--- src/rtl/cla_pkg.sv ---
// -----------------------------------------------------------------------------
// cla_pkg
// Shared definitions for the pipelined carry-lookahead adder:
//   - default WIDTH/BLOCK constants and the largest supported geometry
//   - cla_nblk()       : number of lookahead blocks for a WIDTH/BLOCK pair
//   - cla_params_ok()  : legality check used at elaboration by the top level
//   - s1_payload_t     : stage-1 pipeline payload (block P/G, both candidate
//                        sums, effective carry-in and operand sign bits)
// The payload is sized for the largest supported geometry; narrower
// instances zero the upper bits, which synthesis removes as constants.
// -----------------------------------------------------------------------------
package cla_pkg;

    localparam int DEF_WIDTH = 32;
    localparam int DEF_BLOCK = 8;

    localparam int MAX_WIDTH = 64;
    localparam int MIN_NBLK  = 2;
    localparam int MAX_NBLK  = 8;

    function automatic int cla_nblk(input int width, input int block);
        return width / block;
    endfunction

    // WIDTH must split into a whole number of blocks, and the block count
    // must stay within the range the lookahead expansion is built for.
    function automatic bit cla_params_ok(input int width, input int block);
        return (block > 0) &&
               (width % block == 0) &&
               (width / block >= MIN_NBLK) &&
               (width / block <= MAX_NBLK) &&
               (width <= MAX_WIDTH);
    endfunction

    localparam bit DEF_PARAMS_OK = cla_params_ok(DEF_WIDTH, DEF_BLOCK);

    typedef struct packed {
        logic [MAX_NBLK-1:0]  blk_p;
        logic [MAX_NBLK-1:0]  blk_g;
        logic [MAX_WIDTH-1:0] sum0;
        logic [MAX_WIDTH-1:0] sum1;
        logic                 cin;
        logic                 a_msb;
        logic                 b_msb;
    } s1_payload_t;

endpackage

--- src/rtl/cla_pipe_adder_if.sv ---
// -----------------------------------------------------------------------------
// cla_pipe_adder_if
// Handshake and data bundle for cla_pipe_adder.
//   Request side : in_valid, in_ready, a, b, c_in, sub
//   Response side: out_valid, out_ready, s, c_out, ovf
// modport slave  : the adder (consumes requests, produces responses)
// modport master : the ALU side (produces requests, consumes responses)
// -----------------------------------------------------------------------------
interface cla_pipe_adder_if
    import cla_pkg::*;
#(
    parameter int WIDTH = DEF_WIDTH
);

    logic             in_valid;
    logic             in_ready;
    logic [WIDTH-1:0] a;
    logic [WIDTH-1:0] b;
    logic             c_in;
    logic             sub;

    logic             out_valid;
    logic             out_ready;
    logic [WIDTH-1:0] s;
    logic             c_out;
    logic             ovf;

    modport master (
        output in_valid, a, b, c_in, sub, out_ready,
        input  in_ready, out_valid, s, c_out, ovf
    );

    modport slave (
        input  in_valid, a, b, c_in, sub, out_ready,
        output in_ready, out_valid, s, c_out, ovf
    );

endinterface

--- src/rtl/cla_pipe_block.sv ---
// -----------------------------------------------------------------------------
// cla_pipe_block
// Combinational BLOCK-bit slice of the carry-select lookahead adder.
//   a, b  : operand slices (b already conditionally inverted for subtract)
//   p     : block propagate, AND of the per-bit OR-propagates
//   g     : block generate, carry out of the block with carry-in 0
//   sum0  : slice sum assuming carry-in 0
//   sum1  : slice sum assuming carry-in 1
// -----------------------------------------------------------------------------
module cla_pipe_block
    import cla_pkg::*;
#(
    parameter int BLOCK = DEF_BLOCK
) (
    input  logic [BLOCK-1:0] a,
    input  logic [BLOCK-1:0] b,
    output logic             p,
    output logic             g,
    output logic [BLOCK-1:0] sum0,
    output logic [BLOCK-1:0] sum1
);

    logic [BLOCK-1:0] bit_p;
    logic [BLOCK-1:0] bit_g;
    logic             g_acc;

    assign bit_p = a | b;
    assign bit_g = a & b;

    // With OR-propagate a generating bit also propagates, so folding the
    // generates from LSB to MSB yields the block carry-out for carry-in 0.
    always_comb begin
        g_acc = 1'b0;
        for (int i = 0; i < BLOCK; i++) begin
            g_acc = bit_g[i] | (bit_p[i] & g_acc);
        end
    end

    assign p    = &bit_p;
    assign g    = g_acc;
    assign sum0 = a + b;
    assign sum1 = a + b + BLOCK'(1);

endmodule

--- src/rtl/cla_pipe_adder.sv ---
// -----------------------------------------------------------------------------
// cla_pipe_adder
// Two-stage pipelined carry-select / carry-lookahead adder-subtractor.
//   clock   : rising-edge clock
//   reset_n : asynchronous active-low reset
//   bus     : cla_pipe_adder_if.slave (valid/ready request and response)
// Stage 1 registers per-block P/G and both candidate sums on accept.
// Stage 2 resolves block carries with a flattened lookahead, selects the
// block sums and registers s/c_out/ovf. Latency 2, throughput 1/cycle.
// in_ready depends combinationally on out_ready so a full pipe can accept
// and deliver in the same cycle.
// -----------------------------------------------------------------------------
module cla_pipe_adder
    import cla_pkg::*;
#(
    parameter int WIDTH = DEF_WIDTH,
    parameter int BLOCK = DEF_BLOCK
) (
    input  logic            clock,
    input  logic            reset_n,
    cla_pipe_adder_if.slave bus
);

    localparam int NBLK = cla_nblk(WIDTH, BLOCK);

    if (!cla_params_ok(WIDTH, BLOCK)) begin : g_param_check
        $error("cla_pipe_adder: WIDTH must be a multiple of BLOCK giving 2..8 blocks, WIDTH <= 64");
    end

    logic             accept;
    logic             adv2;
    logic             in_ready;

    logic [WIDTH-1:0] b_eff;
    logic             cin_eff;

    logic [NBLK-1:0]  blk_p;
    logic [NBLK-1:0]  blk_g;
    logic [WIDTH-1:0] blk_sum0;
    logic [WIDTH-1:0] blk_sum1;

    logic             s1_valid_d, s1_valid_q;
    s1_payload_t      s1_d, s1_q;
    logic             s2_valid_d, s2_valid_q;
    logic [WIDTH-1:0] s_d, s_q;
    logic             c_out_d, c_out_q;
    logic             ovf_d, ovf_q;

    logic [NBLK-1:0]  st_p;
    logic [NBLK-1:0]  st_g;
    logic [NBLK:0]    carry;
    logic             term;
    logic             acc;
    logic [WIDTH-1:0] sum_sel;

    // Payload bits above WIDTH/NBLK are constant zero; reduce them here so
    // every payload bit has a reader regardless of geometry.
    logic             unused_s1;
    assign unused_s1 = ^s1_q;

    // Subtract is a + ~b + 1; the caller's carry-in only matters when adding.
    assign b_eff   = bus.sub ? ~bus.b : bus.b;
    assign cin_eff = bus.sub ? 1'b1 : bus.c_in;

    // Handshake: stage 2 moves when its slot is empty or being drained,
    // stage 1 accepts when empty or moving on in the same cycle.
    assign adv2     = s1_valid_q & (~s2_valid_q | bus.out_ready);
    assign in_ready = ~s1_valid_q | adv2;
    assign accept   = bus.in_valid & in_ready;

    for (genvar k = 0; k < NBLK; k++) begin : g_blk
        cla_pipe_block #(
            .BLOCK (BLOCK)
        ) u_blk (
            .a    (bus.a[k*BLOCK +: BLOCK]),
            .b    (b_eff[k*BLOCK +: BLOCK]),
            .p    (blk_p[k]),
            .g    (blk_g[k]),
            .sum0 (blk_sum0[k*BLOCK +: BLOCK]),
            .sum1 (blk_sum1[k*BLOCK +: BLOCK])
        );
    end

    // Stage 1 next state: capture a fresh payload only on accept, otherwise
    // hold so nothing in the pipe changes on idle input cycles.
    always_comb begin
        s1_d       = s1_q;
        s1_valid_d = s1_valid_q;
        if (accept) begin
            s1_d       = '0;
            s1_d.blk_p = MAX_NBLK'(blk_p);
            s1_d.blk_g = MAX_NBLK'(blk_g);
            s1_d.sum0  = MAX_WIDTH'(blk_sum0);
            s1_d.sum1  = MAX_WIDTH'(blk_sum1);
            s1_d.cin   = cin_eff;
            s1_d.a_msb = bus.a[WIDTH-1];
            s1_d.b_msb = b_eff[WIDTH-1];
            s1_valid_d = 1'b1;
        end else if (adv2) begin
            s1_valid_d = 1'b0;
        end
    end

    assign st_p = s1_q.blk_p[NBLK-1:0];
    assign st_g = s1_q.blk_g[NBLK-1:0];

    // Block carries as a two-level sum of products:
    // c[k+1] = G_k | P_k G_(k-1) | ... | P_k..P_1 G_0 | P_k..P_0 cin.
    // Each product term is built independently so no carry depends on
    // another block's resolved carry.
    always_comb begin
        carry    = '0;
        term     = 1'b0;
        acc      = 1'b0;
        carry[0] = s1_q.cin;
        for (int k = 0; k < NBLK; k++) begin
            term = s1_q.cin;
            for (int i = 0; i <= k; i++) begin
                term = term & st_p[i];
            end
            acc = term;
            for (int j = 0; j <= k; j++) begin
                term = st_g[j];
                for (int i = j + 1; i <= k; i++) begin
                    term = term & st_p[i];
                end
                acc = acc | term;
            end
            carry[k+1] = acc;
        end
    end

    // Carry-select: each block picks the candidate matching its carry-in.
    always_comb begin
        sum_sel = '0;
        for (int k = 0; k < NBLK; k++) begin
            sum_sel[k*BLOCK +: BLOCK] = carry[k] ? s1_q.sum1[k*BLOCK +: BLOCK]
                                                 : s1_q.sum0[k*BLOCK +: BLOCK];
        end
    end

    // Stage 2 next state: results only change when a new operation moves
    // in, so they stay put while the consumer stalls.
    always_comb begin
        s_d        = s_q;
        c_out_d    = c_out_q;
        ovf_d      = ovf_q;
        s2_valid_d = s2_valid_q;
        if (adv2) begin
            s_d        = sum_sel;
            c_out_d    = carry[NBLK];
            ovf_d      = (s1_q.a_msb == s1_q.b_msb) & (sum_sel[WIDTH-1] != s1_q.a_msb);
            s2_valid_d = 1'b1;
        end else if (bus.out_ready) begin
            s2_valid_d = 1'b0;
        end
    end

    // Pipeline registers; reset discards anything in flight.
    always_ff @(posedge clock or negedge reset_n) begin
        if (!reset_n) begin
            s1_valid_q <= 1'b0;
            s1_q       <= '0;
            s2_valid_q <= 1'b0;
            s_q        <= '0;
            c_out_q    <= 1'b0;
            ovf_q      <= 1'b0;
        end else begin
            s1_valid_q <= s1_valid_d;
            s1_q       <= s1_d;
            s2_valid_q <= s2_valid_d;
            s_q        <= s_d;
            c_out_q    <= c_out_d;
            ovf_q      <= ovf_d;
        end
    end

    assign bus.in_ready  = in_ready;
    assign bus.out_valid = s2_valid_q;
    assign bus.s         = s_q;
    assign bus.c_out     = c_out_q;
    assign bus.ovf       = ovf_q;

endmodule

--- src/flat_wrapper.sv ---
// flat-port wrapper written by rule: the top's interface ports become plain ports
module cla_pipe_adder_flat import cla_pkg::*;
#(
    parameter int WIDTH = DEF_WIDTH,
    parameter int BLOCK = DEF_BLOCK
)
  (clock, reset_n, bus_in_valid, bus_a, bus_b, bus_c_in, bus_sub, bus_out_ready, bus_in_ready, bus_out_valid, bus_s, bus_c_out, bus_ovf);
  cla_pipe_adder_if #(.WIDTH(WIDTH)) bus_i ();
  input  logic clock;
  input  logic reset_n;
  input wire logic [$bits(bus_i.in_valid)-1:0] bus_in_valid;
  input wire logic [$bits(bus_i.a)-1:0] bus_a;
  input wire logic [$bits(bus_i.b)-1:0] bus_b;
  input wire logic [$bits(bus_i.c_in)-1:0] bus_c_in;
  input wire logic [$bits(bus_i.sub)-1:0] bus_sub;
  input wire logic [$bits(bus_i.out_ready)-1:0] bus_out_ready;
  output wire logic [$bits(bus_i.in_ready)-1:0] bus_in_ready;
  output wire logic [$bits(bus_i.out_valid)-1:0] bus_out_valid;
  output wire logic [$bits(bus_i.s)-1:0] bus_s;
  output wire logic [$bits(bus_i.c_out)-1:0] bus_c_out;
  output wire logic [$bits(bus_i.ovf)-1:0] bus_ovf;
  assign bus_i.in_valid = bus_in_valid;
  assign bus_i.a = bus_a;
  assign bus_i.b = bus_b;
  assign bus_i.c_in = bus_c_in;
  assign bus_i.sub = bus_sub;
  assign bus_i.out_ready = bus_out_ready;
  assign bus_in_ready = bus_i.in_ready;
  assign bus_out_valid = bus_i.out_valid;
  assign bus_s = bus_i.s;
  assign bus_c_out = bus_i.c_out;
  assign bus_ovf = bus_i.ovf;
  cla_pipe_adder #(.WIDTH(WIDTH), .BLOCK(BLOCK)) u_core (.clock(clock), .reset_n(reset_n), .bus(bus_i));
endmodule
--- config.mk ---
export PLATFORM = sky130hd
export DESIGN_NAME = cla_pipe_adder_flat
export DESIGN_NICKNAME = d
export VERILOG_FILES = /design/src/rtl/cla_pkg.sv /design/src/rtl/cla_pipe_adder_if.sv /design/src/rtl/cla_pipe_block.sv /design/src/rtl/cla_pipe_adder.sv /design/src/flat_wrapper.sv
export SDC_FILE = /design/constraint.sdc
export NUM_CORES = 1
export LEC_CHECK = 0
export CAP_MARGIN = 20
export CORE_MARGIN = 2
export CORE_UTILIZATION = 30
export CTS_CLUSTER_DIAMETER = 100
export DETAILED_ROUTE_END_ITERATION = 10
export PLACE_DENSITY = 0.55
export SETUP_SLACK_MARGIN = 0.3
export SLEW_MARGIN = 20
export SYNTH_ARGS = -nofsm -noshare
export SYNTH_HDL_FRONTEND = slang
export SYNTH_HIERARCHICAL = 1
export SYNTH_SLANG_ARGS = --single-unit
--- constraint.sdc ---
create_clock -name clock -period 2.3 [get_ports clock]
set_input_delay 0.23 -clock clock [delete_from_list [all_inputs] [get_ports clock]]
set_output_delay 0.23 -clock clock [all_outputs]
set_load 0.02 [all_outputs]
==> impl_metrics.env <==
export IMPL_worstPathRequired_ps=2530
export IMPL_grt_max_degree=40
export IMPL_p_total_uw=8810
export IMPL_status="finished, final reports clean"
export IMPL_min_path_type="in2async"
export IMPL_avgViaCountPerCell=4.42
export IMPL_timing_worst_slew_pin_value_ps=515
export IMPL_finalHoldViolCount=0
export IMPL_num_fill_cells=2297
export IMPL_seq_area_frac_synth_pct=38.2
export IMPL_path_buf_inv=2
export IMPL_slew_headroom_pct=65.7
export IMPL_die_h_microns=160
export IMPL_design_core_area_sq_mm=0.0240
export IMPL_synth_warnings=6
export IMPL_dr_total_vias=5486
export IMPL_dp_final_hpwl_microns=12300
export IMPL_slew_violations=0
export IMPL_leakagePower_uw=0.00500
export IMPL_max_cap_viol_count=0
export IMPL_clockBufferDepth=2
export IMPL_critPathKind="in2reg"
export IMPL_start_util_pct=30.3
export IMPL_placed_cell_area_sq_mm=0.00961
export IMPL_postLayoutCellArea_sq_mm=0.0108
export IMPL_fin_util_pct=44.9
export IMPL_drcViolationCount=0
export IMPL_antenna_left=0
export IMPL_clock_sinks=111
export IMPL_fin_worst_skew_ps=7.72
export IMPL_crit_chain="buf_12 -> buf_12 -> xor2_4 -> ha_4 -> fa_2 -> a211oi_2 -> o21bai_1 -> a21oi_2 -> xnor2_2 -> nand3_2 -> xnor2_2 -> mux2_2"
export IMPL_gp_congestion=0.724
export IMPL_synth_area_top_cells="dfrtp_1 (38%), ha_1 (12%), xor2_1 (6.3%)"
export IMPL_grt_use_total_pct=13.4
export IMPL_clock_latency_ps=350
export IMPL_grt_pass1_wl_microns=28000
export IMPL_drt_initial_drc_count=118
export IMPL_grt_overflow_total=0
export IMPL_setup_viol=0
export IMPL_yosys_area_top_type="dfrtp_1"
export IMPL_rows=57
export IMPL_max_stage_delay_ps=400
export IMPL_synth_seq_cells=111
export IMPL_die_w_microns=160
export IMPL_dieArea_sq_mm=0.0255
export IMPL_routed_wl_microns=16700
export IMPL_ys_dominant_reg_cell="dfrtp_1"
export IMPL_drive_gt1_share_pct=34.9
export IMPL_grt_pass1_vias=5663
export IMPL_io_buffers=105
export IMPL_worst_path_max_delay_cell="fa_2"
export IMPL_clk_pin_slew_ps=70
export IMPL_synthesis_area_sq_mm=0.00728
export IMPL_io_pins=106
export IMPL_numCtsBuffers=9
export IMPL_final_nets=1053
export IMPL_power_density_mw_per_mm2=816
export IMPL_netlist_area_leader_share_pct=38.2
export IMPL_drt_wirelength_per_cell_microns=13.4
export IMPL_yosysUniqueCellTypes=39
export IMPL_cts_tree="done"
export IMPL_cp_max_fo=6
export IMPL_syn_area_per_cell_sq_um=10.6
export IMPL_antenna_cells=0
export IMPL_syn2layout_area_growth_pct=48.3
export IMPL_worstPathArrival_ps=2460
export IMPL_async_flop_share_pct=100
export IMPL_dr_pass1_iters=4
export IMPL_synth_edf_count=0
export IMPL_rsz0062_at_grt="yes"
export IMPL_syn_inst=687
export IMPL_fin_crit_sh_pct=97.2
export IMPL_root_buffer="clkbuf_16"
export IMPL_end_kind="flop"
export IMPL_ir_worst_vdd_mv=0.350
export IMPL_period_minus_slack_ps=2230
export IMPL_synth_most_common_cell="dfrtp_1"
export IMPL_cp_top_family="adder cells"
export IMPL_whs_ps=388
export IMPL_synthTopCellsByCount="dfrtp_1 (111), inv_1 (80), ha_1 (68), xor2_1 (52), mux2_1 (38)"
export IMPL_fmax_ghz=0.448
export IMPL_htreeDepth=3
export IMPL_antenna_found_initial=0
export IMPL_start_kind="primary input"
export IMPL_syn_nets=829
==> path summary, 6_finish.rpt <==
| check | start | end | slack [ps] | cells past startpoint |
|---|---|---|---|---|
| hold / removal | reset_n | u_core/bus.s[8] | 390 | 2 |
| hold reg to reg | u_core/bus.s[2] | u_core/bus.s[2] | 480 | 2 |
| max in group asynchronous | reset_n | u_core/bus.s[15] | 1220 | 3 |
| min in group clock | u_core/bus.s[2] | u_core/bus.s[2] | 480 | 2 |
| setup / recovery | bus_sub | u_core/s1_q[34] | 70 | 12 |
| setup reg to reg | u_core/s1_q[132] | u_core/bus.s[27] | 660 | 5 |
==> routing by layer <==
metal	up-vias	share of wire [%]	GRT usage, %
li1	2781	-	-
met1	2630	46	17.5
met2	65	50	23.2
met3	10	3.1	2.47
met4	0	1.0	2.95
met5	-	0	0
==> report_power, final <==
part,total [uW],internal [uW],leakage (uW),switching [uW]
logic,4060,2250,0.00354,1810
clock network,1600,881,0.000145,720
registers,3150,2700,0.00131,452
==> placed cells by master (no fill, tap or decap), types with 13 or more instances in the layout <==
cell type	n
buf_4	111
clkdlybuf4s50_1	79
dfrtp_1	111
dlygate4sd2_1	18
ha_1	41
ha_4	17
inv_1	78
mux2_1	25
mux2_2	31
mux2_4	18
mux2i_1	31
nand2_1	34
o21ai_0	19
o21ai_1	25
o21bai_1	13
xnor2_2	13
xor2_1	38
==> kinds of logic (layout without fill, tap and decap cells) <==
family          Yosys count  in the layout  synth area share [%]
compound gates          126            126                  11.9
xor+xnor                 72             72                  8.66
fa+ha+maj                72             72                  12.8
buf+inv                 101            330                  6.08
flops                   111            111                  38.2
mux                     105            105                  15.7
simple gates            100            100                  6.67
==> metrics by stage <==
stage	setup WS (ps)	std cells	setup TNS, ps
after floorplan	-296	687	-3070
after global placement	-514	1204	-13940
after detailed placement	-550	1204	-14370
after CTS	61.1	1236	0
after global routing	-11.6	1240	-18.1
final	65.4	1240	0
==> worst reg2reg max path: stages (launching register included) <==
cell	delay (ps)
dfrtp_1	450
o21ai_0	140
o21bai_1	380
buf_4	260
mux2i_1	230
o21ai_1	70
==> state kept, by name, summed over array words and instances (netlist names) <==
signal,cells
u_core/carry,1
u_core/s1_q,74
u_core/bus.s,32
u_core/bus.c_out,1
u_core/bus.ovf,1
u_core/s1_valid_q,1
u_core/bus.out_valid,1
==> repair_timing <==
action                     4_1_cts  5_1_grt
buffers inserted                14        3
gates cloned                     1        0
hold buffers                     1        0
pin swaps                       81       49
hold endpoints to repair        36        0
setup endpoints to repair       43       37
resized for setup              116       38
==> cell type report <==
type	instances	area, sq um	area share [%]
Multi-Input combinational cell	475	4870	45.1
Sequential cell	111	2780	25.7
Timing Repair Buffer	234	2130	19.8
Tap cell	324	405	3.76
Inverter	80	300	2.78
Clock buffer	10	239	2.21
Clock inverter	6	67.6	0.626
Note: power is estimated with default switching activity, not from simulation.
